===== src/rtl/fifo_stream_reader.sv =====
// fifo_stream_reader: read-side consumer of the dual-clock FIFO.
// Pops FIFO words into a 2-entry prefetch/skid buffer and presents them as a
// valid/ready stream with m_last framing every FRAME_LEN beats.
// Optional build macro FIFO_READER_STATS_EN adds stat_words / stat_stall.
module fifo_stream_reader #(
    parameter int unsigned DSIZE     = 8,
    parameter int unsigned FRAME_LEN = 16
) (
    input  logic             rclk,
    input  logic             rrst,
    input  logic             en,
    input  logic             rempty,
    input  logic [DSIZE-1:0] rdata,
    output logic             rinc,
    output logic             m_valid,
    input  logic             m_ready,
    output logic [DSIZE-1:0] m_data,
    output logic             m_last,
    output logic             frame_busy
`ifdef FIFO_READER_STATS_EN
    ,
    output logic [31:0]      stat_words,
    output logic [31:0]      stat_stall
`endif
);

    localparam int unsigned CW = (FRAME_LEN > 1) ? $clog2(FRAME_LEN) : 1;
    localparam logic [CW-1:0] LAST_BEAT = CW'(FRAME_LEN - 1);

    logic [DSIZE-1:0] buf0_q, buf0_d;
    logic [DSIZE-1:0] buf1_q, buf1_d;
    logic [1:0]       occ_q, occ_d;
    logic [CW-1:0]    beat_q, beat_d;
    logic             valid_q, valid_d;
    logic             last_q, last_d;
    logic             busy_q, busy_d;
    logic             pop_c;
    logic             rinc_c;

    // Pop decision, buffer shuffling and frame counting for this cycle.
    always_comb begin
        buf0_d = buf0_q;
        buf1_d = buf1_q;
        occ_d  = occ_q;
        beat_d = beat_q;

        pop_c  = valid_q && m_ready;
        // A full buffer may still accept a word when its head leaves this cycle.
        rinc_c = !rrst && en && !rempty && ((occ_q != 2'd2) || pop_c);

        case ({rinc_c, pop_c})
            2'b10: begin
                if (occ_q == 2'd0) begin
                    buf0_d = rdata;
                end else begin
                    buf1_d = rdata;
                end
                occ_d = occ_q + 2'd1;
            end
            2'b01: begin
                buf0_d = buf1_q;
                occ_d  = occ_q - 2'd1;
            end
            2'b11: begin
                // Head leaves; new word lands behind whatever remains.
                if (occ_q == 2'd1) begin
                    buf0_d = rdata;
                end else begin
                    buf0_d = buf1_q;
                    buf1_d = rdata;
                end
            end
            default: begin
            end
        endcase

        if (pop_c) begin
            beat_d = (beat_q == LAST_BEAT) ? '0 : beat_q + CW'(1);
        end

        valid_d = (occ_d != 2'd0);
        last_d  = valid_d && (beat_d == LAST_BEAT);
        busy_d  = (beat_d != '0);
    end

    // Control state with synchronous reset.
    always_ff @(posedge rclk) begin
        if (rrst) begin
            occ_q   <= 2'd0;
            beat_q  <= '0;
            valid_q <= 1'b0;
            last_q  <= 1'b0;
            busy_q  <= 1'b0;
        end else begin
            occ_q   <= occ_d;
            beat_q  <= beat_d;
            valid_q <= valid_d;
            last_q  <= last_d;
            busy_q  <= busy_d;
        end
    end

    // Data storage needs no reset; occupancy qualifies it.
    always_ff @(posedge rclk) begin
        buf0_q <= buf0_d;
        buf1_q <= buf1_d;
    end

    assign rinc       = rinc_c;
    assign m_valid    = valid_q;
    assign m_data     = buf0_q;
    assign m_last     = last_q;
    assign frame_busy = busy_q;

`ifdef FIFO_READER_STATS_EN
    logic [31:0] words_q, words_d;
    logic [31:0] stall_q, stall_d;

    // Saturating counters of pops and starved cycles.
    always_comb begin
        words_d = words_q;
        stall_d = stall_q;
        if (rinc_c && (words_q != '1)) begin
            words_d = words_q + 32'd1;
        end
        if (!valid_q && en && rempty && (stall_q != '1)) begin
            stall_d = stall_q + 32'd1;
        end
    end

    // Statistics registers, cleared by reset.
    always_ff @(posedge rclk) begin
        if (rrst) begin
            words_q <= '0;
            stall_q <= '0;
        end else begin
            words_q <= words_d;
            stall_q <= stall_d;
        end
    end

    assign stat_words = words_q;
    assign stat_stall = stall_q;
`endif

endmodule


===== config.mk =====
export PLATFORM = sky130hd
export DESIGN_NAME = fifo_stream_reader
export DESIGN_NICKNAME = d
export VERILOG_FILES = /design/src/rtl/fifo_stream_reader.sv
export SDC_FILE = /design/constraint.sdc
export NUM_CORES = 1
export LEC_CHECK = 0
export BUFFER_PORTS_ARGS = -buffer_cell sky130_fd_sc_hd__buf_4
export CAP_MARGIN = 0
export CORE_UTILIZATION = 55
export CTS_CLUSTER_DIAMETER = 80
export DETAILED_ROUTE_END_ITERATION = 12
export PLACE_DENSITY_LB_ADDON = 0.12
export SYNTH_ARGS = -nofsm -noshare
export SYNTH_HDL_FRONTEND = slang
export SYNTH_SLANG_ARGS = --single-unit

===== constraint.sdc =====
create_clock -name rclk -period 3.9 [get_ports rclk]
set_input_delay 1.17 -clock rclk [delete_from_list [all_inputs] [get_ports rclk]]
set_output_delay 1.17 -clock rclk [all_outputs]
set_load 0.1 [all_outputs]

==> results of run 1 <==
cells by family (layout without fill, tap and decap cells):
group | count (synthesis) | after routing | synth area share
and+or+nand+nor | 31 | 31 | 0.142
DFF | 25 | 25 | 0.542
AOI/OAI and AO/OA | 19 | 19 | 0.120
buffers and inverters | 10 | 34 | 0.0452
muxes | 9 | 9 | 0.0955
adders and majority gates | 4 | 4 | 0.0411
xor gates and xnor gates | 2 | 2 | 0.0144
how the worst min path moves through the flow:
stage / start / slack [ns] / cells after the start / endpoint
floorplan: beat_q[1]$_SDFF_PP0_ / 0.50 / 2 / beat_q[1]$_SDFF_PP0_
global placement: buf1_q[2]$_DFFE_PP_ / 0.53 / 1 / m_data[2]$_DFFE_PP_
detailed placement: buf1_q[0]$_DFFE_PP_ / 0.53 / 1 / m_data[0]$_DFFE_PP_
CTS: buf1_q[7]$_DFFE_PP_ / 0.58 / 1 / m_data[7]$_DFFE_PP_
global route: buf1_q[6]$_DFFE_PP_ / 0.59 / 1 / m_data[6]$_DFFE_PP_
finish: buf1_q[6]$_DFFE_PP_ / 0.57 / 1 / m_data[6]$_DFFE_PP_
area by class of cell:
type | count | share of cell area
Tap cell | 27 | 0.0235
Inverter | 5 | 0.0131
Clock inverter | 1 | 0.00349
Sequential cell | 25 | 0.460
Timing Repair Buffer | 25 | 0.131
Multi-Input combinational cell | 65 | 0.353
Clock buffer | 3 | 0.0157
routing by layer:
metal / wire [µm] / track usage
met1: 983 / 0.262
met2: 1080 / 0.342
met3: 71 / 0.0312
met4: 23 / 0.0637
met5: 0 / 0
flip-flops by register name, summed over array words and instances (netlist names):
register,flops
buf1_q,8
m_valid,1
m_data,8
frame_busy,1
beat_q,4
m_last,1
occ_q,2
power by group through the flow:
stage                     sequential (mW)  combinational, mW  clock (mW)
after floorplan                     0.522              0.146           0
after global placement              0.354              0.384           0
after detailed placement            0.355              0.390           0
after CTS                           0.349              0.390       0.118
after global routing                0.352              0.412       0.129
final                               0.349              0.390       0.115
placed cells by master, fill, tap and decap left out, types with 3 or more instances in the layout:
master,count
nand3_1,3
nand2_1,10
mux2_2,7
clkbuf_4,3
buf_4,25
a21oi_1,4
nor2b_1,3
dfxtp_1,9
edfxtp_1,16
nor2_1,6
ha_1,4
nor3_1,3
inv_1,4
through the flow:
step	utilization	cell area, µm²	instances	hold slack (ns)
floorplan	-	1220	100	0.500
global placement	0.696	1410	147	0.527
detailed placement	0.696	1410	147	0.532
CTS	0.710	1440	151	0.576
global route	0.710	1440	151	0.586
finish	0.710	1440	151	0.567
==> results.cfg, run 1 <==
[setup_path]
crit_path_end_kind = output pin
crit_start = rrst
crit_chain = buf_4 -> or3b_1 -> a21oi_2 -> buf_4
path_class = input pin to output pin
crit_path_frequent_cell = buf_4
crit_family = simple AND/OR/NAND/NOR gates
cp_num_buf_inv = 2
max_stage_delay_ns = 0.51
crit_cells = 4
timing.rr.start = occ_q[0]$_SDFF_PP0_
endpoint = rinc
required_ns = 2.73
crit_fanout = 12
r2r_end = buf1_q[4]$_DFFE_PP_
crit_arrival_ns = 2.33
reg2reg_slack_ns = 1.93
crit_path_top_delay_cell = or3b_1
cp-start-kind = input pin
ff2ff_path_depth = 5

[drt]
drt-initial-drc-count = 22
via_per_inst = 5.50
wl_um = 2160
dr.pass1.iters = 4
drc = 0
vias = 830
drtAntennaViolNets = 0
wl_per_cell_um = 14.3

[yosys]
yosysTopAreaCellShare = 0.394
synth_top_area_cell = edfxtp_1
synth_common_cells = edfxtp_1 (16), nand2_1 (10), dfxtp_1 (9), mux2_2 (7), nor2_1 (6)
ys_warn_count = 0
synthFlopType = edfxtp_1
synth_cells = 100
ys_seq_area_frac = 0.542
synth_seq_cells = 25
synth_area_leaders = edfxtp_1 (39%), dfxtp_1 (15%), mux2_2 (6.5%), ha_1 (4.1%), nand2_1 (3.1%)
syn_area_um2 = 1220
synth.avg_cell_area_um2 = 12.2
synth_edf_count = 16
synth_cell_types = 36
synth_most_common_cell = edfxtp_1
synth.net_count = 117
async_flop_share = 0

[global_routing]
grt_pass1_wl_um = 3650
grt_usage = 0.201
grt.overflow.total = 0
antenna_found_initial = 0
grt_max_degree = 15
grt_pass1_vias = 812

[clock_network]
clk_pin_slew_worst_paths_ns = 0.13
cts_hold_buf = 0
ctsResizeCount = 0
cts_sinks = 25
worstSkewPairLatency_ns = 0.32
cts_root_buf = clkbuf_4
cts_buffers = 3
cts_tree = done
htree_levels = 1
post_cts_buffers = 0
clock_path_buffers = 2

[cells_and_area]
area_growth_pct = 17.8
seq_area_um2 = 661
multi_input_area_um2 = 507
drive_above_1_share = 0.355
antennaDiodeCount = 0
fin_nets = 142
fillers = 152

[die]
die_h_um = 49.1
io_pins = 25
rows = 16
initial_core_util = 0.603
die_x_um = 49.1
core_region_area_um2 = 2020
die_area_um2 = 2410

[power_and_ir_drop]
p_seq_frac = 0.409
power.switching_uw = 380
total_power_uw = 854
pwr-share-comb = 0.456
irDropWorstVdd_mv = 0.408
p_sw_frac = 0.445
power_density_nw_per_um2 = 595
p_leak_nw = 0.539
power.internal_uw = 474
clockPowerShare = 0.135

[run_status]
outcome = completed

[timing]
fin_skew_ns = 0.00213
worst_slew_pin_slew_ns = 0.684
maxSlewViolCount = 0
slew_headroom = 0.542
fin_crit_ns = 3.50
setup_viol = 0
finalSetupTns_ns = 0
hold_viol_final = 0
fin_ws_ns = 0.398
post-route-period-util = 0.898
rsz0062_at_grt = no
fmax_mhz = 286

[placed_design]
place.gp.congestion = 0.783
portBuffers = 24
dp_hpwl_um = 1610
dp_slack_ns = 0.405

[job]
cap_violations = 0

[min_path]
hp-class = register to register
Power figures use the tool's default switching activity.
==> run 2: changes to the inputs <==
--- a/config.mk
+++ b/config.mk
@@ -7,7 +7,7 @@
 export LEC_CHECK = 0
 export BUFFER_PORTS_ARGS = -buffer_cell sky130_fd_sc_hd__buf_4
 export CAP_MARGIN = 0
-export CORE_UTILIZATION = 55
+export CORE_UTILIZATION = 53
 export CTS_CLUSTER_DIAMETER = 80
 export DETAILED_ROUTE_END_ITERATION = 12
 export PLACE_DENSITY_LB_ADDON = 0.12
==> constraint.sdc (replaced) <==
create_clock -name rclk -period 3.4 [get_ports rclk]
set_input_delay 1.02 -clock rclk [delete_from_list [all_inputs] [get_ports rclk]]
set_output_delay 1.02 -clock rclk [all_outputs]
set_load 0.1 [all_outputs]
==> results.cfg, run 2 (synthesized netlist as in run 1, its figures left out) <==
[setup_path]
path_class = input pin to output pin
crit_fanout = 12
crit_path_end_kind = output pin
cp-start-kind = input pin
required_ns = 2.38
crit_arrival_ns = 2.03

[timing]
slew_headroom = 0.568
post-route-period-util = 0.897
maxSlewViolCount = 0
finalSetupTns_ns = 0
worst_slew_pin_slew_ns = 0.646
fmax_mhz = 328
hold_viol_final = 0
fin_crit_ns = 3.05
rsz0062_at_grt = no
setup_viol = 0
fin_skew_ns = 0.0161
fin_ws_ns = 0.350

[drt]
drt-initial-drc-count = 22
wl_um = 2150
dr.pass1.iters = 4
drc = 0
via_per_inst = 5.62
wl_per_cell_um = 14.2
vias = 854
drtAntennaViolNets = 0

[placed_design]
place.gp.congestion = 0.823
portBuffers = 24
dp_slack_ns = 0.342
dpl.cell_count = 148
dp_hpwl_um = 1600

[power_and_ir_drop]
power_density_nw_per_um2 = 678
p_leak_nw = 0.543
power.internal_uw = 546
pwr-share-comb = 0.459
power.switching_uw = 436
p_sw_frac = 0.444
p_seq_frac = 0.406
irDropWorstVdd_mv = 0.377
clockPowerShare = 0.135

[run_status]
outcome = completed

[clock_network]
cts_buffers = 3
htree_levels = 1
cts_root_buf = clkbuf_4
worstSkewPairLatency_ns = 0.32
cts_hold_buf = 0
ctsResizeCount = 0
cts_tree = done
cts_sinks = 25
clk_pin_slew_worst_paths_ns = 0.14
clock_path_buffers = 2
post_cts_buffers = 0

[cells_and_area]
drive_above_1_share = 0.352
fin_nets = 143
layout_common_cells = buf_4 (26), edfxtp_1 (16), nand2_1 (10)
area_growth_pct = 18.9
layout.cells.non_filler = 152
antennaDiodeCount = 0
final_common_cell = buf_4

[global_routing]
grt_pass1_vias = 814
grt_pass1_wl_um = 3470
grt_usage = 0.187
grt.overflow.total = 0
antenna_found_initial = 0
grt_max_degree = 14

[die]
rows = 16
die_x_um = 50.0
io_pins = 25
initial_core_util = 0.591
die_area_um2 = 2500
die_h_um = 50.0
core_region_area_um2 = 2060

[min_path]
hp-class = register to register

[job]
cap_violations = 0
[run 2: worst paths after layout]
path / start / end / slack [ns] / depth (start not counted)
max reg2reg: occ_q[0]$_SDFF_PP0_ / buf1_q[3]$_DFFE_PP_ / 1.46 / 5
max: rrst / rinc / 0.35 / 4
min: buf1_q[1]$_DFFE_PP_ / m_data[1]$_DFFE_PP_ / 0.54 / 1
min reg2reg: buf1_q[1]$_DFFE_PP_ / m_data[1]$_DFFE_PP_ / 0.54 / 1
[run 2: worst max-delay path, stage by stage]
cell and delay [ns]:
buf_4 0.16, or3b_1 0.41, a21oi_4 0.13, buf_4 0.30
[run 2: metal layers]
metal	global-route usage	vias up	part of all wire	wire [µm]
li1	-	416	-	-
met1	0.221	405	0.44	942
met2	0.329	29	0.49	1060
met3	0.0401	4	0.054	116
met4	0.0714	0	0.016	34
met5	0	-	0	0
[run 2: layout make-up]
cell class,instances,area (µm²)
Sequential cell,25,661
Fill cell,159,613
Multi-Input combinational cell,65,514
Timing Repair Buffer,26,195
Tap cell,27,33.8
Clock buffer,4,26.3
Inverter,5,18.8
[run 2: metrics by stage]
step	hold WS, ns	total power [mW]	utilization	area [µm²]
3_3_place_gp	0.527	0.851	0.690	1420
6_report	0.544	0.983	0.703	1450
2_1_floorplan	0.500	0.769	-	1230
5_1_grt	0.566	1.02	0.703	1450
3_5_place_dp	0.537	0.859	0.690	1420
4_1_cts	0.555	0.988	0.703	1450
[run 2: power groups by stage]
| stage | clock network, mW | logic (mW) | registers, mW |
|---|---|---|---|
| final | 0.133 | 0.451 | 0.399 |
| after global routing | 0.141 | 0.473 | 0.405 |
| after CTS | 0.135 | 0.453 | 0.400 |
| after detailed placement | 0 | 0.452 | 0.407 |
| after global placement | 0 | 0.445 | 0.405 |
| after floorplan | 0 | 0.170 | 0.599 |
